`src/rtl/target_bbox_detect_if.sv`:
```
// Video-in / box-result bundle for target_bbox_detect.
// master: video source and result consumer (drives i_*, reads results).
// slave : detector (reads i_*, drives coordinates and frame results).
interface target_bbox_detect_if;
   localparam int unsigned PIX_W   = 24;
   localparam int unsigned COORD_W = 12;
   localparam int unsigned CNT_W   = 22;

   logic [PIX_W-1:0]   i_rgb;
   logic               i_hsync;
   logic               i_vsync;
   logic               i_de;
   logic [COORD_W-1:0] hcount;
   logic [COORD_W-1:0] vcount;
   logic [COORD_W-1:0] hcount_l;
   logic [COORD_W-1:0] hcount_r;
   logic [COORD_W-1:0] vcount_l;
   logic [COORD_W-1:0] vcount_r;
   logic               o_valid;
   logic [CNT_W-1:0]   o_pix_cnt;
   logic               o_frame_done;

   modport master (
      output i_rgb, i_hsync, i_vsync, i_de,
      input  hcount, vcount, hcount_l, hcount_r, vcount_l, vcount_r,
             o_valid, o_pix_cnt, o_frame_done
   );

   modport slave (
      input  i_rgb, i_hsync, i_vsync, i_de,
      output hcount, vcount, hcount_l, hcount_r, vcount_l, vcount_r,
             o_valid, o_pix_cnt, o_frame_done
   );
endinterface

```
`src/rtl/target_bbox_detect.sv`:
```
// Colour-target bounding-box detector.
// Tracks pixel x/y from i_de, accumulates the extent and count of pixels
// matching the red-target colour window over a frame, and publishes the
// box (expanded by MARGIN, exclusive bounds) at the next frame-start edge.
// Ports:
//   pixelclk      pixel clock, rising edge
//   reset_n       asynchronous active-low reset
//   vid (slave)   i_rgb/i_hsync/i_vsync/i_de in; hcount/vcount, box bounds,
//                 o_valid, o_pix_cnt, o_frame_done out (all registered)
module target_bbox_detect #(
   parameter logic [7:0]  R_MIN      = 8'd160,
   parameter logic [7:0]  G_MAX      = 8'd90,
   parameter logic [7:0]  B_MAX      = 8'd90,
   parameter logic [21:0] MIN_PIXELS = 22'd64,
   parameter logic [11:0] MARGIN     = 12'd1,
   parameter logic        SYNC_POL   = 1'b1
) (
   input  logic                   pixelclk,
   input  logic                   reset_n,
   target_bbox_detect_if.slave    vid
);
   localparam int unsigned CW = 12;
   localparam int unsigned NW = 22;
   localparam logic [CW-1:0] COORD_MAX = {CW{1'b1}};
   localparam logic [NW-1:0] CNT_MAX   = {NW{1'b1}};

   logic [CW-1:0] xmin_q, xmax_q, ymin_q, ymax_q;
   logic [NW-1:0] cnt_q;
   logic          de_q;
   logic          vsync_q;
   logic          armed_q;

   logic          frame_edge_c;
   logic          match_c;
   logic          box_ok_c;
   logic [CW-1:0] hl_c, hr_c, vl_c, vr_c;
   logic [CW:0]   hsum_c, vsum_c;

   // Line sync carries no information for this block.
   logic unused_hsync;
   assign unused_hsync = vid.i_hsync;

   // Frame edge, pixel classification and margin-expanded box with saturation.
   always_comb begin
      frame_edge_c = (vid.i_vsync == SYNC_POL) && (vsync_q != SYNC_POL);
      match_c      = vid.i_de && (vid.i_vsync != SYNC_POL)
                     && (vid.i_rgb[23:16] >= R_MIN)
                     && (vid.i_rgb[15:8]  <= G_MAX)
                     && (vid.i_rgb[7:0]   <= B_MAX);
      box_ok_c     = (cnt_q >= MIN_PIXELS);
      hl_c         = (xmin_q < MARGIN) ? '0 : CW'(xmin_q - MARGIN);
      vl_c         = (ymin_q < MARGIN) ? '0 : CW'(ymin_q - MARGIN);
      hsum_c       = {1'b0, xmax_q} + {1'b0, MARGIN};
      vsum_c       = {1'b0, ymax_q} + {1'b0, MARGIN};
      hr_c         = hsum_c[CW] ? COORD_MAX : hsum_c[CW-1:0];
      vr_c         = vsum_c[CW] ? COORD_MAX : vsum_c[CW-1:0];
   end

   // Pixel coordinates and sync history.
   always_ff @(posedge pixelclk or negedge reset_n) begin
      if (!reset_n) begin
         vid.hcount <= '0;
         vid.vcount <= '0;
         de_q       <= 1'b0;
         vsync_q    <= ~SYNC_POL;
         armed_q    <= 1'b0;
      end else begin
         de_q       <= vid.i_de;
         vsync_q    <= vid.i_vsync;
         vid.hcount <= vid.i_de ? CW'(vid.hcount + 12'd1) : '0;
         if (frame_edge_c)
            vid.vcount <= '0;
         else if (de_q && !vid.i_de)
            vid.vcount <= CW'(vid.vcount + 12'd1);
         // The first edge after reset only opens a clean frame.
         if (frame_edge_c)
            armed_q <= 1'b1;
      end
   end

   // Working extent and matched-pixel count for the frame in progress.
   always_ff @(posedge pixelclk or negedge reset_n) begin
      if (!reset_n) begin
         xmin_q <= COORD_MAX;
         ymin_q <= COORD_MAX;
         xmax_q <= '0;
         ymax_q <= '0;
         cnt_q  <= '0;
      end else if (frame_edge_c) begin
         xmin_q <= COORD_MAX;
         ymin_q <= COORD_MAX;
         xmax_q <= '0;
         ymax_q <= '0;
         cnt_q  <= '0;
      end else if (match_c) begin
         if (vid.hcount < xmin_q) xmin_q <= vid.hcount;
         if (vid.hcount > xmax_q) xmax_q <= vid.hcount;
         if (vid.vcount < ymin_q) ymin_q <= vid.vcount;
         if (vid.vcount > ymax_q) ymax_q <= vid.vcount;
         if (cnt_q != CNT_MAX)    cnt_q  <= NW'(cnt_q + 22'd1);
      end
   end

   // Frame results; bounds only move when the finished frame held a valid box.
   always_ff @(posedge pixelclk or negedge reset_n) begin
      if (!reset_n) begin
         vid.o_frame_done <= 1'b0;
         vid.o_pix_cnt    <= '0;
         vid.o_valid      <= 1'b0;
         vid.hcount_l     <= '0;
         vid.hcount_r     <= '0;
         vid.vcount_l     <= '0;
         vid.vcount_r     <= '0;
      end else begin
         vid.o_frame_done <= frame_edge_c && armed_q;
         if (frame_edge_c && armed_q) begin
            vid.o_pix_cnt <= cnt_q;
            vid.o_valid   <= box_ok_c;
            if (box_ok_c) begin
               vid.hcount_l <= hl_c;
               vid.hcount_r <= hr_c;
               vid.vcount_l <= vl_c;
               vid.vcount_r <= vr_c;
            end
         end
      end
   end
endmodule

```
`src/flat_wrapper.sv`:
```
// flat-port wrapper written by rule: the top's interface ports become plain ports
module target_bbox_detect_flat 
#(
   parameter logic [7:0]  R_MIN      = 8'd160,
   parameter logic [7:0]  G_MAX      = 8'd90,
   parameter logic [7:0]  B_MAX      = 8'd90,
   parameter logic [21:0] MIN_PIXELS = 22'd64,
   parameter logic [11:0] MARGIN     = 12'd1,
   parameter logic        SYNC_POL   = 1'b1
)
  (pixelclk, reset_n, vid_i_rgb, vid_i_hsync, vid_i_vsync, vid_i_de, vid_hcount, vid_vcount, vid_hcount_l, vid_hcount_r, vid_vcount_l, vid_vcount_r, vid_o_valid, vid_o_pix_cnt, vid_o_frame_done);
  target_bbox_detect_if vid_i ();
  input  logic pixelclk;
  input  logic reset_n;
  input wire logic [$bits(vid_i.i_rgb)-1:0] vid_i_rgb;
  input wire logic [$bits(vid_i.i_hsync)-1:0] vid_i_hsync;
  input wire logic [$bits(vid_i.i_vsync)-1:0] vid_i_vsync;
  input wire logic [$bits(vid_i.i_de)-1:0] vid_i_de;
  output wire logic [$bits(vid_i.hcount)-1:0] vid_hcount;
  output wire logic [$bits(vid_i.vcount)-1:0] vid_vcount;
  output wire logic [$bits(vid_i.hcount_l)-1:0] vid_hcount_l;
  output wire logic [$bits(vid_i.hcount_r)-1:0] vid_hcount_r;
  output wire logic [$bits(vid_i.vcount_l)-1:0] vid_vcount_l;
  output wire logic [$bits(vid_i.vcount_r)-1:0] vid_vcount_r;
  output wire logic [$bits(vid_i.o_valid)-1:0] vid_o_valid;
  output wire logic [$bits(vid_i.o_pix_cnt)-1:0] vid_o_pix_cnt;
  output wire logic [$bits(vid_i.o_frame_done)-1:0] vid_o_frame_done;
  assign vid_i.i_rgb = vid_i_rgb;
  assign vid_i.i_hsync = vid_i_hsync;
  assign vid_i.i_vsync = vid_i_vsync;
  assign vid_i.i_de = vid_i_de;
  assign vid_hcount = vid_i.hcount;
  assign vid_vcount = vid_i.vcount;
  assign vid_hcount_l = vid_i.hcount_l;
  assign vid_hcount_r = vid_i.hcount_r;
  assign vid_vcount_l = vid_i.vcount_l;
  assign vid_vcount_r = vid_i.vcount_r;
  assign vid_o_valid = vid_i.o_valid;
  assign vid_o_pix_cnt = vid_i.o_pix_cnt;
  assign vid_o_frame_done = vid_i.o_frame_done;
  target_bbox_detect #(.R_MIN(R_MIN), .G_MAX(G_MAX), .B_MAX(B_MAX), .MIN_PIXELS(MIN_PIXELS), .MARGIN(MARGIN), .SYNC_POL(SYNC_POL)) u_core (.pixelclk(pixelclk), .reset_n(reset_n), .vid(vid_i));
endmodule
```
`config.mk`:
```
export PLATFORM = sky130hd
export DESIGN_NAME = target_bbox_detect_flat
export DESIGN_NICKNAME = d
export VERILOG_FILES = /design/src/rtl/target_bbox_detect_if.sv /design/src/rtl/target_bbox_detect.sv /design/src/flat_wrapper.sv
export SDC_FILE = /design/constraint.sdc
export NUM_CORES = 1
export LEC_CHECK = 0
export CORE_MARGIN = 1
export CORE_UTILIZATION = 59
export DETAILED_ROUTE_END_ITERATION = 10
export PLACE_DENSITY = 0.93
export SYNTH_ARGS = -nofsm -noshare
export SYNTH_HDL_FRONTEND = slang
export SYNTH_SLANG_ARGS = --single-unit
```
`constraint.sdc`:
```
create_clock -name pixelclk -period 5.7 [get_ports pixelclk]
set_input_delay 1.71 -clock pixelclk [delete_from_list [all_inputs] [get_ports pixelclk]]
set_output_delay 1.71 -clock pixelclk [all_outputs]
set_load 0.03 [all_outputs]
```
==> reports/results.txt, run 1 <==
Outcome = finished, final reports clean
Dpl ws = 1.114 ns
Ports = 125
Synth top area share = 41.25%
Share of layout cells above drive strength 1 = 9.754%
Final Non-Filler Cells = 1,199
Register area share after synthesis = 48.42%
CTS Buf Count = 17
Ant diodes = 0
Maxcap violations = 0
Cell row count = 44
WL met2 = 9911 um
Synth warn = 0
Most frequent cell after synthesis = dfrtp_1
Async set-reset flop share out of synthesis = 100.0%
Worst Max-Slew Pin Slew = 1.225 ns
EDFF count, synth = 0
Fmax = 0.2399 GHz
Vias in the first global route = 6,948
Synth cell types = 53
Tcrit/Tclk final = 73.12%
Rel. slew slack = 17.25%
Most used DFF post-synth = dfrtp_1
Avg Cell Area, Syn = 9.872 um^2
Synth area leader = dfrtp_1
Maximum level of the CTS H-tree = 4
Hold Crit Class = reg2reg
Total GRT Usage = 28.53%
CTS root buf = clkbuf_16
CTS tree = built
Post-route DRC violation count = 0
Layout Utilization = 73.98%
Die W = 124.1 um
Die area = 0.01540 mm^2
Max clock buf depth = 2
Crit path max fanout = 24
Hold buffers post-CTS = 0
Worst skew pair latency = 0.43 ns
RSZ-0062 raised after global routing = no
First-pass GRT wire length = 33,730 um
Worst path slowest cell = or4b_1
Initial antenna violation count = 0
Minimum clock period = 4.168 ns
Via/cell ratio = 6.042
Critical path endpoint category = register
Crit path kind = in2reg
R2R cell count = 8
Setup violators final = 0
Syn_nets = 974
Worst path arrival time = 4.49 ns
IO Port Bufs = 118
Final WL = 20,870 um
Starting Density = 60.52%
Final worst slack = 1.532 ns
Critical path launch point type = input pin
Static Leak = 0.005040 uW
Worst VDD drop = 0.2090 mV
Flops & latches, synth = 169
DR pass1 iterations = 5
Worst EP required = 6.02 ns
Setup Buffers After CTS = 0
Reg clk slew, reported paths = 0.06 ns
Synthesis-to-layout area growth = 22.25%
DRT met1 WL = 8945 um
Ranking of synthesized cells by area = dfrtp_1 (41%), ha_1 (7.7%), dfstp_2 (7.2%)
Post-DP HPWL = 13,910 um
Synth Cell Area = 0.008796 mm^2
Post-route ant nets = 0
Max Used Layer = met4
Final hold slack = 0.4714 ns
Clk_skew = 0.008756 ns
Cell count after placement = 1,167
Vias = 7,244
GP Congestion = 0.8999
DR WL met3 = 1569 um
Final Hold Viols = 0
Hold path depth = 1
Pin count of the biggest net entering global routing = 101
Final TNS setup = 0 ns
Die height = 124.1 um
Cells after synthesis = 891
Post-synth top cells = dfrtp_1 (145), nor2_1 (76), nand2_1 (73)
CP peak stage delay = 0.91 ns
Core Region = 0.01453 mm^2
Num Clock Sinks = 169
GRT Residual Overflow = 0
Final-stage net count = 1,085
CP Cell Sequence = clkdlybuf4s50_1 > buf_4 > and3b_1 > o2111ai_1 > nor2_4 > or4b_1 > nor3_1 > a21oi_1
Power Density = 285.0 mW/mm^2
Final Max Tran Viols = 0
DR WL/cell = 17.41 um
DRT iter0 DRCs = 479
Post-cts resize count = 0
-- through the flow --
step | area (um^2) | power, uW
after floorplan | 8796 | 1646
after global placement | 10140 | 1873
after detailed placement | 10140 | 1892
after CTS | 10750 | 3074
after global routing | 10750 | 3179
final | 10750 | 3064
-- power by group --
group,switching (uW),internal (uW),total [uW]
clock network,469,723,1190
registers,67.6,1290,1360
logic,304,210,514
-- critical path, delay by kind of cell --
kind                   cells  cell delay, ns
AND/OR/NAND/NOR            4            1.85
buffers and inverters      2            0.64
AO/OA/AOI/OAI              2            0.28
-- cell families after synthesis --
group / share of synthesized area [%]
multiplexers: 4.139
AND/OR/NAND/NOR: 17.68
adder cells (fa/ha/maj): 7.681
AO/OA/AOI/OAI: 12.22
XOR/XNOR: 5.775
flip-flops: 48.42
buffers and inverters: 4.082
-- cell type report --
class                           count  area (um^2)
Clock buffer                       21        470.5
Tap cell                          184        230.2
Timing Repair Buffer              126         1242
Multi-Input combinational cell    630         4188
Clock inverter                     11        145.1
Sequential cell                   169         4259
Fill cell                         957         3781
Inverter                           58        217.7
-- worst paths after layout --
| kind | startpoint | end | slack (ns) |
|---|---|---|---|
| min in group asynchronous | reset_n | u_core.vid.vcount_r[3] | 1.36 |
| hold / removal | u_core.armed_q | u_core.armed_q | 0.47 |
| setup reg to reg | u_core.xmin_q[2] | u_core.xmin_q[11] | 2.88 |
| max in group asynchronous | reset_n | u_core.xmin_q[5] | 3.30 |
| hold reg to reg | u_core.armed_q | u_core.armed_q | 0.47 |
| setup / recovery | vid_i_de | u_core.xmin_q[11] | 1.53 |
-- placed cells by master, fill, tap and decap left out, types with 8 or more instances in the layout --
master           count
nand4_1             27
mux2i_1             15
a31oi_1              8
and2_1              11
nor3_1              24
inv_1               58
o211ai_1             8
dfstp_2             24
clkbuf_16           17
nor2_1              76
a21oi_1             64
xnor2_1             38
nand3_1             39
buf_4                8
xor2_1              20
nand2_1             73
mux2_2              19
and3_1              15
clkdlybuf4s50_1    117
o21ai_0             47
ha_1                54
a22o_1              24
dfrtp_1            145
-- state kept, by name, summed over array words and instances (netlist names) --
register and flops:
u_core.cnt_q 22, u_core.vid.o_pix_cnt 22, u_core.vid.hcount 12, u_core.vid.hcount_l 12, u_core.vid.hcount_r 12, u_core.vid.vcount 12
u_core.vid.vcount_l 12, u_core.vid.vcount_r 12, u_core.xmax_q 12, u_core.xmin_q 12, u_core.ymax_q 12, u_core.ymin_q 12
u_core.armed_q 1, u_core.de_q 1, u_core.vid.o_frame_done 1, u_core.vid.o_valid 1, u_core.vsync_q 1
-- per-layer routing --
layer,up-vias,global-route usage (%)
li1,3373,-
met1,3493,38.79
met2,333,45.17
met3,45,4.945
met4,0,12.05
met5,-,0
Power figures use the tool's default switching activity.
==> inputs of run 2 (changes only) <==
CORE_UTILIZATION = 50   (was 59)
PLACE_DENSITY = 0.85   (was 0.93)
clock period = 3.7 ns   (was 5.7 ns; I/O delays follow)
==> reports/results.txt, run 2 (synthesis results as in run 1) <==
Outcome = finished, final reports clean
Final WL = 20,940 um (+0.31%)
Final TNS setup = 0 ns (unchanged)
Initial antenna violation count = 0 (unchanged)
Setup Buffers After CTS = 0 (unchanged)
Worst path slowest cell = clkdlybuf4s50_1
Reg clk slew, reported paths = 0.07 ns (about the same)
Worst path arrival time = 3.33 ns (-1.16 ns)
Share of layout cells above drive strength 1 = 10.63% (+0.88 points)
Crit path kind = in2reg
Worst skew pair latency = 0.42 ns (about the same)
Cell row count = 48 (+9.1%)
Minimum clock period = 3.017 ns
Pin count of the biggest net entering global routing = 61 (-40%)
Crit path max fanout = 12 (-50%)
Total Power = 4788 uW (+56%)
Final Hold Viols = 0 (unchanged)
Post-route ant nets = 0 (unchanged)
Via/cell ratio = 5.700 (-5.7%)
RSZ-0062 raised after global routing = no
Total GRT Usage = 24.37% (-4.2 points)
Final-stage net count = 1,095 (+0.92%)
Synthesis-to-layout area growth = 24.10%
Max Used Layer = met4
Switching Power = 1288 uW (+53%)
DR WL/cell = 16.75 um (-3.8%)
Worst Max-Slew Pin Slew = 1.233 ns (+0.007462 ns)
Hold buffers post-CTS = 0 (unchanged)
DRT iter0 DRCs = 482 (+0.63%)
First-pass GRT wire length = 34,690 um (+2.8%)
Sw frac = 26.89% (-0.55 points)
DR pass1 iterations = 5 (unchanged)
CTS root buf = clkbuf_16
Post-route cell area = 0.01092 mm^2 (+1.5%)
Tcrit/Tclk final = 81.55%
WL met2 = 9879 um (-0.32%)
Final Non-Filler Cells = 1,250 (+4.3%)
Worst EP required = 4.01 ns (-2.01 ns)
GRT Residual Overflow = 0 (unchanged)
Vias in the first global route = 6,898 (-0.72%)
CTS tree = built
Max clock buf depth = 2 (unchanged)
Core Region = 0.01724 mm^2 (+19%)
Starting Density = 51.03% (-9.5 points)
IO Port Bufs = 118 (unchanged)
Combinational power share = 16.5% (-0.3 points)
Flop pwr share = 43.6% (-0.7 points)
Post-route DRC violation count = 0 (unchanged)
Post-DP Area = 0.01028 mm^2 (+1.4%)
Clk_skew = 0.01043 ns (+0.001678 ns)
Hold Crit Class = reg2reg
Cell count after placement = 1,218 (+4.4%)
CP peak stage delay = 0.50 ns (-0.41 ns)
Critical path launch point type = input pin
Die W = 134.6 um (+8.5%)
Setup violators final = 0 (unchanged)
DR WL met3 = 1314 um (-16%)
Rel. slew slack = 16.75% (-0.50 points)
Vias = 7,125 (-1.6%)
Die height = 134.6 um (+8.5%)
Post-DP HPWL = 14,310 um (+2.8%)
CP Cell Sequence = clkdlybuf4s50_1 > and3b_1 > o2111ai_1 > nor2_4 > o21ai_0 > o21a_1 > a22o_1
Num Clock Sinks = 169 (unchanged)
Leading cell type in the layout, fill and taps excluded = dfrtp_1
Post-cts resize count = 0 (unchanged)
Static Leak = 0.005102 uW (+1.2%)
Final Max Tran Viols = 0 (unchanged)
CTS Buf Count = 17 (unchanged)
Critical path endpoint category = register
Clk pwr share = 39.9% (+1.0 points)
Worst VDD drop = 0.4172 mV (+100%)
Biggest regs = u_core.cnt_q x22, u_core.vid.o_pix_cnt x22
GP Congestion = 0.8444 (-6.2%)
Die area = 0.01813 mm^2 (+18%)
Commonest non-fill, non-tap cells in the layout = dfrtp_1 (145), clkdlybuf4s50_1 (117), nor2_1 (76), nand2_1 (73), a21oi_1 (64)
Maximum level of the CTS H-tree = 4 (unchanged)
Maxcap violations = 0 (unchanged)
Int Power = 3500 uW (+57%)
Ports = 125 (unchanged)
Power Density = 438.6 mW/mm^2 (+54%)
DRT met1 WL = 9386 um (+4.9%)
Fmax = 0.3314 GHz
Ant diodes = 0 (unchanged)
==> run 2: changes by cell type in the layout (fill, tap and decap cells not counted), sizes merged <==
cell	previous run	this run
buf	9	19
clkinv	6	2
bufinv	3	4
clkbuf	21	22
clkinvlp	2	3
inv	58	59
==> run 2: stage by stage <==
step | hold slack [ns] | utilization [%] | setup WS, ns
global route | 0.5029 | 63.33 | 0.5781
finish | 0.4689 | 63.33 | 0.6826
global placement | 0.4491 | 59.62 | 0.3368
detailed placement | 0.4522 | 59.62 | 0.2958
floorplan | 0.4346 | - | 1.014
CTS | 0.4712 | 63.33 | 0.7228
==> run 2: path summary, 6_finish.rpt <==
| check | startpoint | endpoint | slack (ns) | depth (start not counted) |
|---|---|---|---|---|
| min in group asynchronous | reset_n | u_core.vid.vcount_r[3] | 0.59 | 1 |
| max in group asynchronous | reset_n | u_core.vid.o_pix_cnt[17] | 2.29 | 2 |
| worst max register to register | u_core.ymin_q[0] | u_core.vid.vcount_l[4] | 1.10 | 6 |
| worst max-delay path | vid_i_vsync | u_core.xmax_q[8] | 0.68 | 7 |
| worst min-delay path | u_core.armed_q | u_core.armed_q | 0.47 | 1 |
| worst min register to register | u_core.armed_q | u_core.armed_q | 0.47 | 1 |
==> run 2: worst max-delay path: cells and delay by family <==
kind	cells	cell delay, ns
AO/OA/AOI/OAI	4	1.11
buffers and inverters	1	0.50
AND/OR/NAND/NOR	2	0.61
==> run 2: final cells by class <==
class	count	area (um^2)
clock buffers	22	474.2
clock inverters	10	165.2
fillers	1322	6321
inverters	58	217.7
multi-input cells	630	4188
flip-flops and latches	169	4259
well taps	225	281.5
repair buffers	136	1330
==> run 2: power groups by stage <==
stage / clock network, uW / logic [uW] / registers (uW)
after floorplan: 0 / 191 / 2340
after global placement: 0 / 778 / 2120
after detailed placement: 0 / 794 / 2120
after CTS: 1930 / 798 / 2090
after global routing: 2000 / 859 / 2110
final: 1910 / 790 / 2090
==> run 2: metal layers <==
metal / vias up / track usage (%)
met5: - / 0
met4: 0 / 8.427
met3: 35 / 4.204
met2: 242 / 39.43
met1: 3471 / 33.19
li1: 3377 / -
